## src/rtl/fpu_cmd_seq.sv

```systemverilog
`default_nettype none
// ============================================================================
//  Module      : fpu_cmd_seq
//  Description : Command sequencer in front of a register-file FPU. Commands
//                are queued in a small FIFO, then issued one at a time as a
//                WRITE or a LOAD/LOAD/EXEC operation. Each command ends in a
//                single response carrying the result, the flags and an error
//                code.
//  Revision    : 1.0 - initial release
// ============================================================================
module fpu_cmd_seq #(
  parameter int DEPTH   = 4,
  parameter int TIMEOUT = 15
) (
  input  logic        clk,
  input  logic        rst,
  // command side
  input  logic        cmd_valid,
  output logic        cmd_ready,
  input  logic [2:0]  cmd_op,
  input  logic [4:0]  cmd_a,
  input  logic [4:0]  cmd_b,
  input  logic [4:0]  cmd_d,
  input  logic [31:0] cmd_data,
  // FPU control side
  output logic [2:0]  fpu_opcode,
  output logic [4:0]  fpu_addr1,
  output logic [4:0]  fpu_addr2,
  output logic [4:0]  fpu_addr3,
  output logic        fpu_enable,
  output logic        fpu_ld,
  output logic        fpu_act,
  output logic [31:0] fpu_inp,
  input  logic [31:0] fpu_out,
  input  logic        fpu_done,
  input  logic [7:0]  fpu_flags,
  // response side
  output logic        rsp_valid,
  input  logic        rsp_ready,
  output logic [31:0] rsp_data,
  output logic [7:0]  rsp_flags,
  output logic [1:0]  rsp_err
);

  localparam int         c_aw            = $clog2(DEPTH);
  localparam int         c_cw            = c_aw + 1;
  localparam int         c_tw            = $clog2(TIMEOUT + 1);
  localparam logic [2:0] c_op_write      = 3'd7;
  localparam logic [2:0] c_op_bad5       = 3'd5;
  localparam logic [2:0] c_op_bad6       = 3'd6;
  localparam logic [1:0] c_err_ok        = 2'd0;
  localparam logic [1:0] c_err_timeout   = 2'd1;
  localparam logic [1:0] c_err_illegal   = 2'd2;

  typedef enum logic [2:0] {
    IDLE  = 3'd0,
    WRITE = 3'd1,
    LOAD0 = 3'd2,
    LOAD1 = 3'd3,
    EXEC  = 3'd4,
    RESP  = 3'd5
  } state_t;

  typedef struct packed {
    logic [2:0]  op;
    logic [4:0]  a;
    logic [4:0]  b;
    logic [4:0]  d;
    logic [31:0] data;
  } cmd_t;

  // FIFO storage has no reset: only entries between the pointers are ever read
  cmd_t               mem_q [DEPTH];

  state_t             state_q,      state_d;
  logic [c_aw-1:0]    wr_ptr_q,     wr_ptr_d;
  logic [c_aw-1:0]    rd_ptr_q,     rd_ptr_d;
  logic [c_cw-1:0]    count_q,      count_d;
  logic               rdy_en_q,     rdy_en_d;
  cmd_t               cur_q,        cur_d;
  logic [c_tw-1:0]    cnt_q,        cnt_d;
  logic               rsp_valid_q,  rsp_valid_d;
  logic [31:0]        rsp_data_q,   rsp_data_d;
  logic [7:0]         rsp_flags_q,  rsp_flags_d;
  logic [1:0]         rsp_err_q,    rsp_err_d;
  logic [2:0]         fpu_opcode_q, fpu_opcode_d;
  logic [4:0]         fpu_addr1_q,  fpu_addr1_d;
  logic [4:0]         fpu_addr2_q,  fpu_addr2_d;
  logic [4:0]         fpu_addr3_q,  fpu_addr3_d;
  logic               fpu_enable_q, fpu_enable_d;
  logic               fpu_ld_q,     fpu_ld_d;
  logic               fpu_act_q,    fpu_act_d;
  logic [31:0]        fpu_inp_q,    fpu_inp_d;

  logic               w_full;
  logic               w_empty;
  logic               w_push;
  logic               w_pop;
  cmd_t               w_in;
  cmd_t               w_head;

  assign w_full    = (count_q == c_cw'(DEPTH));
  assign w_empty   = (count_q == '0);
  // rdy_en_q holds ready low through reset and for the clock of release
  assign cmd_ready = rdy_en_q & ~w_full;
  assign w_push    = cmd_valid & cmd_ready;
  // only IDLE takes a new command, which keeps one command in flight
  assign w_pop     = (state_q == IDLE) & ~w_empty;
  assign w_in      = '{op: cmd_op, a: cmd_a, b: cmd_b, d: cmd_d, data: cmd_data};
  assign w_head    = mem_q[rd_ptr_q];

  // Write the incoming command into the FIFO slot at the write pointer
  always_ff @(posedge clk) begin
    if (w_push) begin
      mem_q[wr_ptr_q] <= w_in;
    end
  end

  // Next-state: FIFO bookkeeping, sequencing FSM, response and FPU controls
  always_comb begin
    state_d      = state_q;
    wr_ptr_d     = wr_ptr_q;
    rd_ptr_d     = rd_ptr_q;
    count_d      = count_q;
    rdy_en_d     = 1'b1;
    cur_d        = cur_q;
    cnt_d        = cnt_q;
    rsp_data_d   = rsp_data_q;
    rsp_flags_d  = rsp_flags_q;
    rsp_err_d    = rsp_err_q;

    if (w_push) begin
      wr_ptr_d = wr_ptr_q + c_aw'(1);
    end
    if (w_pop) begin
      rd_ptr_d = rd_ptr_q + c_aw'(1);
    end
    unique case ({w_push, w_pop})
      2'b10:   count_d = count_q + c_cw'(1);
      2'b01:   count_d = count_q - c_cw'(1);
      default: count_d = count_q;
    endcase

    unique case (state_q)
      IDLE: begin
        if (w_pop) begin
          cur_d = w_head;
          if (w_head.op == c_op_write) begin
            state_d = WRITE;
          end else if ((w_head.op == c_op_bad5) || (w_head.op == c_op_bad6)) begin
            // illegal opcodes never reach the FPU
            state_d     = RESP;
            rsp_data_d  = '0;
            rsp_flags_d = '0;
            rsp_err_d   = c_err_illegal;
          end else begin
            state_d = LOAD0;
          end
        end
      end
      WRITE: begin
        state_d     = RESP;
        rsp_data_d  = cur_q.data;
        rsp_flags_d = '0;
        rsp_err_d   = c_err_ok;
      end
      LOAD0: begin
        state_d = LOAD1;
      end
      LOAD1: begin
        state_d = EXEC;
        cnt_d   = '0;
      end
      EXEC: begin
        cnt_d = cnt_q + c_tw'(1);
        // done wins over a timeout that expires in the same cycle
        if (fpu_done) begin
          state_d     = RESP;
          rsp_data_d  = fpu_out;
          rsp_flags_d = fpu_flags;
          rsp_err_d   = c_err_ok;
        end else if (cnt_q == c_tw'(TIMEOUT - 1)) begin
          state_d     = RESP;
          rsp_data_d  = '0;
          rsp_flags_d = '0;
          rsp_err_d   = c_err_timeout;
        end
      end
      RESP: begin
        if (rsp_ready) begin
          state_d = IDLE;
        end
      end
      default: begin
        state_d = IDLE;
      end
    endcase

    rsp_valid_d = (state_d == RESP);

    // FPU controls are registered from the next state so they line up with it;
    // addresses, opcode and write data hold whenever not being driven
    fpu_enable_d = 1'b1;
    fpu_ld_d     = 1'b1;
    fpu_act_d    = 1'b0;
    fpu_opcode_d = fpu_opcode_q;
    fpu_addr1_d  = fpu_addr1_q;
    fpu_addr2_d  = fpu_addr2_q;
    fpu_addr3_d  = fpu_addr3_q;
    fpu_inp_d    = fpu_inp_q;
    unique case (state_d)
      WRITE: begin
        fpu_enable_d = 1'b0;
        fpu_addr1_d  = cur_d.d;
        fpu_inp_d    = cur_d.data;
      end
      LOAD0, LOAD1: begin
        fpu_addr1_d  = cur_d.a;
        fpu_addr2_d  = cur_d.b;
        fpu_opcode_d = cur_d.op;
      end
      EXEC: begin
        fpu_ld_d     = 1'b0;
        fpu_act_d    = 1'b1;
        fpu_addr1_d  = cur_d.a;
        fpu_addr2_d  = cur_d.b;
        fpu_addr3_d  = cur_d.d;
        fpu_opcode_d = cur_d.op;
      end
      default: begin
      end
    endcase
  end

  // State registers; reset drops queued and in-flight work without a response
  always_ff @(posedge clk or posedge rst) begin
    if (rst) begin
      state_q      <= IDLE;
      wr_ptr_q     <= '0;
      rd_ptr_q     <= '0;
      count_q      <= '0;
      rdy_en_q     <= 1'b0;
      cur_q        <= '0;
      cnt_q        <= '0;
      rsp_valid_q  <= 1'b0;
      rsp_data_q   <= '0;
      rsp_flags_q  <= '0;
      rsp_err_q    <= '0;
      fpu_opcode_q <= '0;
      fpu_addr1_q  <= '0;
      fpu_addr2_q  <= '0;
      fpu_addr3_q  <= '0;
      fpu_enable_q <= 1'b1;
      fpu_ld_q     <= 1'b1;
      fpu_act_q    <= 1'b0;
      fpu_inp_q    <= '0;
    end else begin
      state_q      <= state_d;
      wr_ptr_q     <= wr_ptr_d;
      rd_ptr_q     <= rd_ptr_d;
      count_q      <= count_d;
      rdy_en_q     <= rdy_en_d;
      cur_q        <= cur_d;
      cnt_q        <= cnt_d;
      rsp_valid_q  <= rsp_valid_d;
      rsp_data_q   <= rsp_data_d;
      rsp_flags_q  <= rsp_flags_d;
      rsp_err_q    <= rsp_err_d;
      fpu_opcode_q <= fpu_opcode_d;
      fpu_addr1_q  <= fpu_addr1_d;
      fpu_addr2_q  <= fpu_addr2_d;
      fpu_addr3_q  <= fpu_addr3_d;
      fpu_enable_q <= fpu_enable_d;
      fpu_ld_q     <= fpu_ld_d;
      fpu_act_q    <= fpu_act_d;
      fpu_inp_q    <= fpu_inp_d;
    end
  end

  assign rsp_valid  = rsp_valid_q;
  assign rsp_data   = rsp_data_q;
  assign rsp_flags  = rsp_flags_q;
  assign rsp_err    = rsp_err_q;
  assign fpu_opcode = fpu_opcode_q;
  assign fpu_addr1  = fpu_addr1_q;
  assign fpu_addr2  = fpu_addr2_q;
  assign fpu_addr3  = fpu_addr3_q;
  assign fpu_enable = fpu_enable_q;
  assign fpu_ld     = fpu_ld_q;
  assign fpu_act    = fpu_act_q;
  assign fpu_inp    = fpu_inp_q;

endmodule
`default_nettype wire

```

## config.mk

```make
export PLATFORM = sky130hd
export DESIGN_NAME = fpu_cmd_seq
export DESIGN_NICKNAME = d
export VERILOG_FILES = /design/src/rtl/fpu_cmd_seq.sv
export SDC_FILE = /design/constraint.sdc
export NUM_CORES = 1
export LEC_CHECK = 0
export ABC_CLOCK_PERIOD_IN_PS = 8240
export BUFFER_PORTS_ARGS = -buffer_cell sky130_fd_sc_hd__buf_4
export CORE_ASPECT_RATIO = 0.6
export CORE_MARGIN = 3
export CORE_UTILIZATION = 61
export DETAILED_ROUTE_END_ITERATION = 7
export PLACE_DENSITY = 0.86
export SLEW_MARGIN = 15
export SYNTH_ARGS = -nofsm -noshare
export SYNTH_HDL_FRONTEND = slang
export SYNTH_SLANG_ARGS = --single-unit
```

## constraint.sdc

```tcl
create_clock -name clk -period 8.24 [get_ports clk]
set_input_delay 1.648 -clock clk [delete_from_list [all_inputs] [get_ports clk]]
set_output_delay 1.648 -clock clk [all_outputs]
set_load 0.005 [all_outputs]
```

---- Word-level counts from Yosys, hierarchy flattened ----
Memory sizes are Yosys's and may differ from the RTL's.
Cells that the tools add are included.
Widths: inputs -> output; s select.
storage, ports and cells
  register bits after elaboration ......... 161
  bits in writable memories ............... 200
  bits of input ports ..................... 95
  output and inout bits ................... 97
  memories ................................ 1
memory list
  name   words  width  rd ports  clocked after memory_dff  wr ports  RTL line  source
  mem_q  4      50     1         0                         1         73        cmd_t mem_q [DEPTH];
operators by class
  add/subtract/negate cells ............... 5
  equality and inequality tests ........... 21
  muxes and demuxes ....................... 35
  bitwise gates (word level) .............. 5
  reduce and logical (&&, ||, !) cells .... 9
operators with widths
  kind                 number
  $mux 32              5
  $mux 50              2
  $pmux 32 s3          1
  $mux 8               5
  $eq 3x3->1 const B   8
  $pmux 8 s3           1
  $mux 3               6
  $pmux 3 s6           1
  $eq 3x2->1 const B   4
  $mux 2               5
  $pmux 5 s2           1
  $pmux 4 s2           1
  $eq 3x1->1 const B   2
  $logic_not 3->1      2
  $pmux 2 s3           1
  $pmux 3 s2           1
  $reduce_bool 2->1    3
  $mux 1               5
  $reduce_and 5->1     1
  $add 2x1->2 const B  2
  $add 4x1->4 const B  1
  $eq 4x4->1 const B   1
  $ne 2x2->1 const B   2
  $add 3x1->3 const B  1
  other kinds (10)     13

---- Depth between registers and ports, before layout ----
Gate-level depths: netlist (run 1).
An unclocked memory read counts as a cell.
  depth in word-level cells ............... 10
  gate-level depth with buffers ........... 11

---- Least setup slack after synthesis (run 1) ----
Ideal clock, no wire load.
  path type ............................... input to register
  from .................................... in cmd_valid
  to ...................................... mem mem_q[0][0] in the netlist's numbering, enable pin
  library setup time ...................... 0.413 ns
  data arrival time ....................... 2.878 ns
  required time ........................... 7.827 ns
  path slack .............................. 4.949 ns
  stages on the path ...................... 1
  path buffers ............................ 0
  cells stage by stage .................... and3_1
between the ends
  cells in the longest elaborated chain, start to end .. 3
RTL lines
  what                          RTL line  source
  start, declared               18        input logic cmd_valid,
  $and 1x1->1                   106       assign w_push = cmd_valid & cmd_ready;
  $mux 1                        114       if (w_push) begin
  $mux 1 (not written as such)  115       mem_q[wr_ptr_q] <= w_in;
  end, declared                 73
No other way between the ends.

---- Worst setup path after layout (run 1) ----
  from .................................... reg count_q[0]
  to ...................................... reg fpu_addr1_q[3] (netlist: fpu_addr1[3])
between the ends
  cells in the longest elaborated chain, start to end .. 8
  elaborated cells on any way between the ends .. 14
  those cells by class .................... eq/ne (4); mux (5); bitwise (2); reduce/logical (3)
RTL lines
  what                                                    RTL line  source
  start, declared                                         78        logic [c_cw-1:0] count_q, count_d;
  start signal, assigned                                  261       count_q <= count_d;
  $logic_not 3->1 (*)                                     103       assign w_empty = (count_q == '0);
  $not 1->1 (*)                                           108       assign w_pop = (state_q == IDLE) & ~w_empty;
  $and 1x1->1 (*)                                         108
  $mux 3                                                  146       if (w_pop) begin
  $pmux 3 s6                                              144       unique case (state_q)
  $eq 3x3->1 / $eq 3x2->1 (equally long branches)         211       unique case (state_d)
  $reduce_or 3->1 (no source line)                        --
  $pmux 5 s2 / $reduce_bool 2->1 (equally long branches)  --
  end signal, assigned                                    270       fpu_addr1_q <= fpu_addr1_d;
  end, declared                                           87        logic [4:0] fpu_addr1_q, fpu_addr1_d;
Every way passes the cells marked *; elsewhere a longest branch is shown, timed or not.
A chain may end at the register's enable or synchronous reset.

==> metrics.txt, run 1 <==
post-synthesis sequential area ratio=just over 70%; clk sink count=approximately 360; clk buf depth=3; WS Path Type=flip-flop to flip-flop; die height=about 120 µm; R2R Setup Slk=around 4 ns; Mean Syn Cell Area=roughly 17 µm²; area leader, netlist=edfxtp_1; Num CTS Buffers=31; DRC=0; Synth top area share=a little over two fifths; GP Congestion=between 0.8 and 0.9; vias in the first global route=around 8.5k; worst-skew pair later-pin latency=0.55 ns; Worst slew margin=32.7%; layout cells sized above 1=between 30% and 40%; die area=~0.025 mm²; htree depth=1; Worst VDD drop=between 0.2 and 0.25 mV; CTS tree=built; Post-synth top flop=edfxtp_1; post_cts resized=0; Clock Skews=about 0.016 ns; Initial Util=63.9%; commonest cells after routing, fill and taps aside=200 x edfxtp_1, 199 x buf_4, 157 x dfrtp_1, 141 x nand2_1, 50 x mux4_2; DIE WIDTH=200 µm; Synth area leaders=edfxtp_1 44%, dfrtp_1 29%, mux4_2 8.2%; PD cells=369 mW/mm²; YS warnings=0; Routed wire per std cell=around 23 µm; FF-to-FF Start=count_q[0]$_DFFE_PP0P_; CP Data Arrival Time=4.63 ns; Synth cell types=55; total buffers and inverters traversed by the critical path=2; root buf cell=clkbuf_16; number of post-CTS setup repair buffers=0; DP HPWL=19200 µm; post-detailed-route count of antenna-violating nets=0; most common cell after layout, fill and taps aside=edfxtp_1; fin crit share=roughly half; initial antenna violation count=1; setup TNS after final layout=0 ns; Layout Nets=1106; Fillers=approximately 1.2k; core area=approximately 0.022 mm²; Worst Path Required=just under 9 ns; Routed Wire Length=roughly 30000 µm; Worst path max stage delay=approximately 0.85 ns; IO Port Bufs=between 150 and 200; global route total overflow=0; min Tclk post-route=between 4 and 5 ns; 1st-iter DRT viols=660; Post-synth EDFFs=200; fmax=238 MHz; outcome=complete, no violations; Synth Instances=between 800 and 900; hold buffers post-CTS=0; HP Class=flip-flop to flip-flop; global-route wire length before repair=48100 µm; Synthesized Nets=between 900 and 1k; Setup Viol. Count Final=0; max-slew violations=0; RSZ-0062 raised after global routing=false; final setup margin=approximately 4.0 ns; Crit. End Element=flip-flop; RR Endpoint=fpu_addr1[3]$_DFFE_PP0P_; Synth-to-Final Area Change=19.9%; Via density=between 5 and 6; First-pass DRT Iterations=4; Synth async-reset ratio=~45%; Ant. Diodes=0; FP Rows=41; crit path max fanout=53; critical path depth=7; Clock transition at path regs=~0.07 ns; slowest stage cell, crit path=clkinv_2; Post-Syn Area=approximately 0.014 mm²; slew of the pin with the lowest slew margin=a little over 1 ns; setup slack at placement=just over 4 ns; Yosys reg bits=around 360; r2r worst-path depth=7; DR vias=7867; largest net degree at the start of global routing=between 90 and 100; leak pwr=~7.1 nW; Max Cap Viol=0; Critical Path Sink=fpu_addr1[3]$_DFFE_PP0P_; I/O pin count=192; Worst Setup SP=count_q[0]$_DFFE_PP0P_; Tot GR Track Use=approximately 25%; Worst Setup Start Kind=flip-flop; Hold Fails Final Rpt=0; critical-path cell list=nor3_1 > or4_4 > clkinv_2 > nand4_2 > buf_4 > or3b_1 > o221a_2; CP delay by family, top=simple AND/OR/NAND/NOR gates
-- logic make-up after synthesis --
logic type	count (synthesis)	share of synthesized area, %
flip-flops	361	72.8
AND/OR/NAND/NOR	178	5.48
AO/OA/AOI/OAI	105	6.18
multiplexers	100	12.4
buffers and inverters	53	1.96
adder cells (fa/ha/maj)	8	0.780
XOR/XNOR	7	0.444
other	1	0.0272
-- power by group --
part / switching, mW / internal, mW
registers: 0.265 / 2.37
clock network: 0.630 / 0.871
logic: 1.02 / 0.941
-- cells in the mapped netlist (4+ instances only) --
master / number
o21ai_0: 4
mux2_1: 5
mux2_2: 40
ha_1: 7
a22o_1: 40
inv_1: 10
buf_2: 14
or2_2: 6
mux4_2: 50
buf_6: 5
buf_4: 4
a21o_1: 33
mux2_4: 5
xnor2_1: 4
nor2_1: 7
dfrtp_1: 159
a21oi_1: 7
and3_1: 4
o221a_1: 4
edfxtp_1: 200
clkbuf_1: 18
nand2_1: 141
-- how the worst min path moves through the flow --
stage	start	to	cells after the start
finish	cur_q[49]$_DFF_PP0_	cur_q[49]$_DFF_PP0_	1
detailed placement	cur_q[49]$_DFF_PP0_	cur_q[49]$_DFF_PP0_	1
CTS	cur_q[49]$_DFF_PP0_	cur_q[49]$_DFF_PP0_	1
global placement	cur_q[49]$_DFF_PP0_	cur_q[49]$_DFF_PP0_	1
global route	cur_q[49]$_DFF_PP0_	cur_q[49]$_DFF_PP0_	1
floorplan	cur_q[41]$_DFF_PP0_	cur_q[41]$_DFF_PP0_	2
-- through the flow --
step / area [µm²] / hold slack, ns / power (mW) / util (%) / instances
after floorplan: 13800 / 0.437 / 3.91 / - / 813
after global placement: 15500 / 0.453 / 4.54 / 71.6 / 1271
after detailed placement: 15500 / 0.460 / 4.62 / 71.6 / 1271
after CTS: 16500 / 0.475 / 6.14 / 76.6 / 1329
after global routing: 16500 / 0.484 / 6.42 / 76.6 / 1329
final: 16500 / 0.473 / 6.10 / 76.6 / 1329
-- area by class of cell --
type                            count  area (µm²)  area share (%)
Sequential cell                   361       10000            60.7
Multi-Input combinational cell    399        3500            21.2
Timing Repair Buffer              199        1490            9.03
Clock buffer                       43         913            5.52
Tap cell                          301         377            2.28
Clock inverter                     15         160           0.969
Inverter                           11        47.5           0.288
-- sequential cells by signal, summed over array words and instances (netlist names), 2 cells and up --
| signal | count |
|---|---|
| rsp_flags | 8 |
| cur_q | 50 |
| rd_ptr_q | 2 |
| fpu_addr1 | 5 |
| fpu_addr2 | 5 |
| state_q | 3 |
| count_q | 3 |
| fpu_inp | 32 |
| rsp_data | 32 |
| mem_q | 200 |
| fpu_opcode | 3 |
| cnt_q | 4 |
| fpu_addr3 | 5 |
| wr_ptr_q | 2 |
| rsp_err | 2 |
-- routing by layer --
| layer | wire (µm) | vias to the layer above | global-route usage, % |
|---|---|---|---|
| li1 | - | 3417 | - |
| met1 | 13200 | 4052 | 37.1 |
| met2 | 14000 | 337 | 40.0 |
| met3 | 2500 | 59 | 5.35 |
| met4 | 774 | 2 | 7.28 |
| met5 | 15 | - | 0 |
No activity file was read; power rests on OpenSTA's default activity.
==> run 2: changes to the inputs <==
--- a/config.mk
+++ b/config.mk
@@ -5,13 +5,13 @@
 export SDC_FILE = /design/constraint.sdc
 export NUM_CORES = 1
 export LEC_CHECK = 0
-export ABC_CLOCK_PERIOD_IN_PS = 8240
+export ABC_CLOCK_PERIOD_IN_PS = 4000
 export BUFFER_PORTS_ARGS = -buffer_cell sky130_fd_sc_hd__buf_4
 export CORE_ASPECT_RATIO = 0.6
 export CORE_MARGIN = 3
-export CORE_UTILIZATION = 61
+export CORE_UTILIZATION = 57
 export DETAILED_ROUTE_END_ITERATION = 7
-export PLACE_DENSITY = 0.86
+export PLACE_DENSITY = 0.81
 export SLEW_MARGIN = 15
 export SYNTH_ARGS = -nofsm -noshare
 export SYNTH_HDL_FRONTEND = slang
==> constraint.sdc (replaced) <==
create_clock -name clk -period 4 [get_ports clk]
set_input_delay 0.8 -clock clk [delete_from_list [all_inputs] [get_ports clk]]
set_output_delay 0.8 -clock clk [all_outputs]
set_load 0.005 [all_outputs]
==> run 2 against run 1 <==
Via count is 1.6% lower. Register-to-register slack worse by 3.0 ns. Clock power is 91% higher. Sequential power is 110% higher. Final area hardly changed. Clock skew is 0.0056 ns lower. Worst setup slack worse by 3.0 ns. Routed wire length is 0.48% higher. Sequential cell count stayed put. Critical path type unchanged.
==> metrics.txt, run 2 (synthesis results as in run 1) <==
fmax=339 MHz (+42%); Worst slew margin=28.4% (-4.3 points); FP Rows=43 (+4.9%); total power=12.4 mW (+100%); Crit. End Element=flip-flop; 1st-iter DRT viols=604 (-8.5%); Setup Viol. Count Final=0 (unchanged); die height=127 µm (+3.3%); met2 usage=35.7% (-4.3 points); root buf cell=clkbuf_16; slew of the pin with the lowest slew margin=1.07 ns (+0.0620 ns); hold buffers post-CTS=0 (unchanged); vias in the first global route=8013 (-5.2%); DIE WIDTH=207 µm (+3.3%); Max Cap Viol=0 (unchanged); Layout Nets=1115 (+0.81%); crit path max fanout=36 (-32%); GP Congestion=0.845 (+3.5%); commonest cells after routing, fill and taps aside=206 x buf_4, 200 x edfxtp_1, 157 x dfrtp_1, 141 x nand2_1, 50 x mux4_2; final hold slack=0.345 ns (-0.127 ns); number of post-CTS setup repair buffers=0 (unchanged); worst-skew pair later-pin latency=0.56 ns (about the same); DR vias=7740 (-1.6%); global-route wire length before repair=47200 µm (-1.9%); outcome=complete, no violations; GR peak layer=met1; First-pass DRT Iterations=4 (unchanged); Tot GR Track Use=23.6% (-1.8 points); setup TNS after final layout=0 ns (unchanged); grt met3 use=5.44% (+0.083 points); CTS tree=built; initial antenna violation count=4 (+3); Num CTS Buffers=31 (unchanged); post_cts resized=0 (unchanged); Seq. cell area=0.0100 mm² (unchanged); Worst VDD drop=0.410 mV (+72%); largest net degree at the start of global routing=66 (-31%); min Tclk post-route=2.95 ns (-1.24 ns); Critical Path Sink=fpu_addr2[4]$_DFFE_PP0P_; Most flops, register=mem_q; post-detailed-route count of antenna-violating nets=0 (unchanged); DRC=0 (unchanged); RSZ-0062 raised after global routing=false; WS Path Type=flip-flop to flip-flop; I/O pin count=192 (unchanged); Routed wire per std cell=22.6 µm (-1.4%); PD cells=747 mW/mm² (+100%); layout cells sized above 1=36.4% (+0.071 points); IO Port Bufs=191 (unchanged); most common cell after layout, fill and taps aside=buf_4; R2R Setup Slk=1.05 ns (-3.00 ns); fin util=70.5% (-6.0 points); RR Endpoint=fpu_addr2[4]$_DFFE_PP0P_; core area=0.0235 mm² (+8.6%); r2r worst-path depth=6 (-1); Hold Fails Final Rpt=0 (unchanged); HP Class=primary input to async pin; GR Util met1=36.3% (-0.84 points); Fillers=1533 (+25%); Synth-to-Final Area Change=19.9% (about the same); Worst Setup Start Kind=flip-flop; biggest regs=mem_q x200, cur_q x50; htree depth=1 (unchanged); global route total overflow=0 (unchanged); Clock transition at path regs=0.07 ns (about the same); clk sink count=361 (unchanged); die area=0.0262 mm² (+6.7%); Routed Wire Length=30600 µm (+0.48%); DP HPWL=19600 µm (+1.9%); Worst Setup SP=count_q[0]$_DFFE_PP0P_; fin crit share=73.8% (+23 points); clk buf depth=3 (unchanged); Clock Skews=0.0104 ns (-0.00560 ns); Initial Util=58.8% (-5.1 points); CP Data Arrival Time=3.39 ns (-1.24 ns); multi-input logic area=0.00350 mm² (unchanged); max-slew violations=0 (unchanged); Via density=5.72 (-3.4%); Worst Path Required=4.44 ns (-4.24 ns); leak pwr=7.07 nW (-0.13%); FF-to-FF Start=count_q[0]$_DFFE_PP0P_; max reg flops=200 (unchanged)
## run 2: through the flow
stage	setup slack [ns]	cells	area [µm²]
final	1.05	1354	16500
after global routing	0.922	1354	16500
after CTS	1.07	1352	16500
after detailed placement	1.10	1294	15600
after global placement	1.23	1294	15600
after floorplan	1.16	813	13800
## run 2: area by class of cell
class                           instances  share of cell area [%]
Sequential cell                       361                    60.7
Multi-Input combinational cell        399                    21.2
Timing Repair Buffer                  208                    9.59
Clock buffer                           44                    5.23
Tap cell                              315                    2.38
Clock inverter                         14                   0.635
Inverter                               11                   0.280
Antenna cell                            2                  0.0302
## run 2: worst min-delay path by stage
| stage | startpoint | end | slack (ns) | cells past startpoint |
|---|---|---|---|---|
| finish | rst | rsp_data[2]$_DFFE_PP0P_ | 0.35 | 2 |
| global route | rst | rsp_data[2]$_DFFE_PP0P_ | 0.38 | 2 |
| CTS | rst | rsp_flags[2]$_DFFE_PP0P_ | 0.34 | 2 |
| detailed placement | cur_q[39]$_DFF_PP0_ | cur_q[39]$_DFF_PP0_ | 0.46 | 2 |
| global placement | cur_q[48]$_DFF_PP0_ | cur_q[48]$_DFF_PP0_ | 0.45 | 2 |
| floorplan | cur_q[41]$_DFF_PP0_ | cur_q[41]$_DFF_PP0_ | 0.44 | 2 |
## run 2: report_power, final
group	internal [mW]	leakage, nW	switching (mW)	total [mW]
Sequential	4.89	3.84	0.541	5.43
Combinational	1.96	2.75	2.12	4.08
Clock	1.58	0.474	1.28	2.86
## run 2: worst max-delay path, stage by stage, from the launching register on
cell	delay, ns
dfrtp_1	0.42
nor3_1	0.39
or4_4	0.33
buf_4	0.49
o21ai_2	0.15
nor2_2	0.62
mux2_2	0.41
## run 2: per-layer routing
metal	routed length (µm)	up-vias
li1	-	3449
met1	13600	3982
met2	14000	260
met3	2420	45
met4	531	4
met5	27	-
==> run 3: changes to the inputs <==
--- a/config.mk
+++ b/config.mk
@@ -5,7 +5,7 @@
 export SDC_FILE = /design/constraint.sdc
 export NUM_CORES = 1
 export LEC_CHECK = 0
-export ABC_CLOCK_PERIOD_IN_PS = 4000
+export ABC_CLOCK_PERIOD_IN_PS = 2800
 export BUFFER_PORTS_ARGS = -buffer_cell sky130_fd_sc_hd__buf_4
 export CORE_ASPECT_RATIO = 0.6
 export CORE_MARGIN = 3
==> constraint.sdc (replaced) <==
create_clock -name clk -period 2.8 [get_ports clk]
set_input_delay 0.56 -clock clk [delete_from_list [all_inputs] [get_ports clk]]
set_output_delay 0.56 -clock clk [all_outputs]
set_load 0.005 [all_outputs]
==> run 3 against run 2 <==
Global-route usage up 0.13 points. Final area is 1.1% higher. Maximum frequency up 19%. Worst setup slack got worse by 0.73 ns. Critical path type unchanged. Clock power is 58% higher. Count of clock-buffer cells in the layout grew 2. Combinational power grew 45%.
==> metrics.txt, run 3 (synthesis results as in run 1) <==
crit path max fanout=17 (-53%); IO Port Bufs=191 (unchanged); most common cell after layout, fill and taps aside=buf_4; slowest stage cell, crit path=or4_4; Layout Nets=1125 (+0.90%); Hold Fails Final Rpt=0 (unchanged); largest net degree at the start of global routing=137 (+110%); core area=0.0235 mm² (unchanged); First-pass DRT Iterations=6 (+2); Routed wire per std cell=22.2 µm (-1.6%); Worst VDD drop=0.705 mV (+72%); Max Cap Viol=0 (unchanged); NetSw=5.65 mW (+43%); critical-path cell list=nor3_1 > buf_4 > or4_4 > clkinv_2 > ha_1 > inv_1 > fa_1 > xor2_1 > nor2_1 > xor2_1; 1st-iter DRT viols=616 (+2.0%); vias in the first global route=8149 (+1.7%); Initial Util=58.8% (unchanged); number of post-CTS setup repair buffers=0 (unchanged); Layout Cells excl Fill=1362 (+0.59%); DIE WIDTH=207 µm (unchanged); Switching Share=31.1% (-0.72 points); slew of the pin with the lowest slew margin=0.748 ns (-0.324 ns); clk sink count=361 (unchanged); FP Rows=43 (unchanged); setup TNS after final layout=0 ns (unchanged); max reg flops=200 (unchanged); Worst path max stage delay=0.43 ns (-0.19 ns); post-detailed-route count of antenna-violating nets=0 (unchanged); CTS tree=built; Fillers=1514 (-1.2%); initial antenna violation count=1 (-3); Routed Wire Length=30300 µm (-0.97%); Via density=5.71 (about the same); Clock transition at path regs=0.07 ns (about the same); Tot GR Track Use=23.8% (+0.13 points); Crit. End Element=flip-flop; die area=0.0262 mm² (unchanged); layout cells sized above 1=36.7% (+0.32 points); Ant. Diodes=0 (-2); leak pwr=7.16 nW (+1.3%); most frequent CP cell=xor2_1; worst-skew pair later-pin latency=0.51 ns (-0.05 ns); Pint=12.5 mW (+48%); HP Class=primary input to async pin; Worst Path Required=3.23 ns (-1.21 ns); outcome=complete, no violations; PD cells=1080 mW/mm² (+45%); DRC=0 (unchanged); RSZ-0062 raised after global routing=false; WS Path Type=flip-flop to flip-flop; GP Congestion=0.813 (-3.8%); Setup Viol. Count Final=0 (unchanged); final setup margin=0.320 ns (-0.728 ns); Clock power frac=24.9% (+1.8 points); commonest cells after routing, fill and taps aside=211 x buf_4, 200 x edfxtp_1, 157 x dfrtp_1, 141 x nand2_1, 50 x mux4_2; Worst Setup Start Kind=flip-flop; setup slack at placement=0.121 ns (-0.978 ns); total power=18.2 mW (+47%); fmax=403 MHz (+19%); Most flops, register=mem_q; DR vias=7782 (+0.54%); Seq pwr share=42.5% (-1.4 points); Synth-to-Final Area Change=21.3%; DP HPWL=19100 µm (-2.4%); die height=127 µm (unchanged); I/O pin count=192 (unchanged); htree depth=2 (+1); Num CTS Buffers=34 (+9.7%); Comb power frac=32.6% (-0.4 points); global route total overflow=0 (unchanged); Clock Skews=0.0145 ns (+0.00408 ns); biggest regs=mem_q x200, cur_q x50; Worst slew margin=50.2% (+22 points); max-slew violations=0 (unchanged); Inst Count DP=1301 (+0.54%); global-route wire length before repair=47400 µm (+0.45%); root buf cell=clkbuf_16; hold buffers post-CTS=0 (unchanged); clk buf depth=3 (unchanged); fin crit share=88.6% (+15 points); CP Data Arrival Time=2.91 ns (-0.48 ns); min Tclk post-route=2.48 ns (-0.472 ns)
## run 3: cell types whose count changed in the layout (fill, tap and decap cells not counted), moves of 2 or more
cell       previous run  this run
buf_12                2         4
clkinv_1              2         6
diode_2               2         0
bufinv_16             1         3
clkinv_2              8         4
clkbuf_16            32        35
buf_4               206       211
## run 3: through the flow
step | hold WS [ns] | utilization (%) | area (µm²)
2_1_floorplan | 0.437 | - | 13800
3_3_place_gp | 0.453 | 66.7 | 15600
3_5_place_dp | 0.463 | 66.7 | 15600
4_1_cts | 0.156 | 71.3 | 16700
5_1_grt | 0.177 | 71.3 | 16700
6_report | 0.169 | 71.3 | 16700
## run 3: cell type report
cell class	instances	area, µm²	area share [%]
clock buffer	46	931	5.56
clock inverter	15	151	0.905
inverter	11	46.3	0.277
multi-input combinational	399	3500	20.9
sequential	361	10000	60.0
tap	315	394	2.36
timing repair buffer	215	1660	9.94
## run 3: final timing paths
check / slack [ns] / from / cells past startpoint / endpoint
min reg2reg: 0.47 / cur_q[46]$_DFF_PP0_ / 2 / cur_q[46]$_DFF_PP0_
max in group asynchronous: 1.92 / rst / 3 / rd_ptr_q[0]$_DFFE_PP0N_
max: 0.32 / count_q[0]$_DFFE_PP0P_ / 10 / count_q[2]$_DFFE_PP0P_
min in group clk: 0.25 / cmd_data[13] / 1 / mem_q[1][13]$_DFFE_PP_
max reg2reg: 0.32 / count_q[0]$_DFFE_PP0P_ / 10 / count_q[2]$_DFFE_PP0P_
min: 0.17 / rst / 3 / cnt_q[2]$_DFFE_PP0P_
## run 3: what timing repair did
item | in CTS | in global routing
endpoints found under the setup margin | 0 | 11
hold endpoints to repair | 0 | 0
resized for setup | 0 | 1
## run 3: critical path, delay by kind of cell (launching register included)
| family | cells | cell delay (ns) |
|---|---|---|
| xor gates and xnor gates | 2 | 0.32 |
| and+or+nand+nor | 3 | 0.64 |
| adders and majority gates | 2 | 0.61 |
| buffers and inverters | 3 | 0.44 |
| DFF | 1 | 0.39 |
## run 3: metal layers
layer | wire (µm) | global-route usage [%] | part of all wire, %
met5 | 13 | 0 | 0.043
met4 | 611 | 5.66 | 2.0
met3 | 2560 | 6.03 | 8.4
met2 | 13600 | 35.0 | 45
met1 | 13500 | 36.5 | 45
## run 3: power by group through the flow
stage | clock network (mW) | logic [mW] | registers, mW
CTS | 4.59 | 5.98 | 7.71
finish | 4.52 | 5.92 | 7.71
floorplan | 0 | 3.88 | 7.61
global route | 4.81 | 6.49 | 7.85
global placement | 0 | 5.78 | 7.75
detailed placement | 0 | 5.92 | 7.79
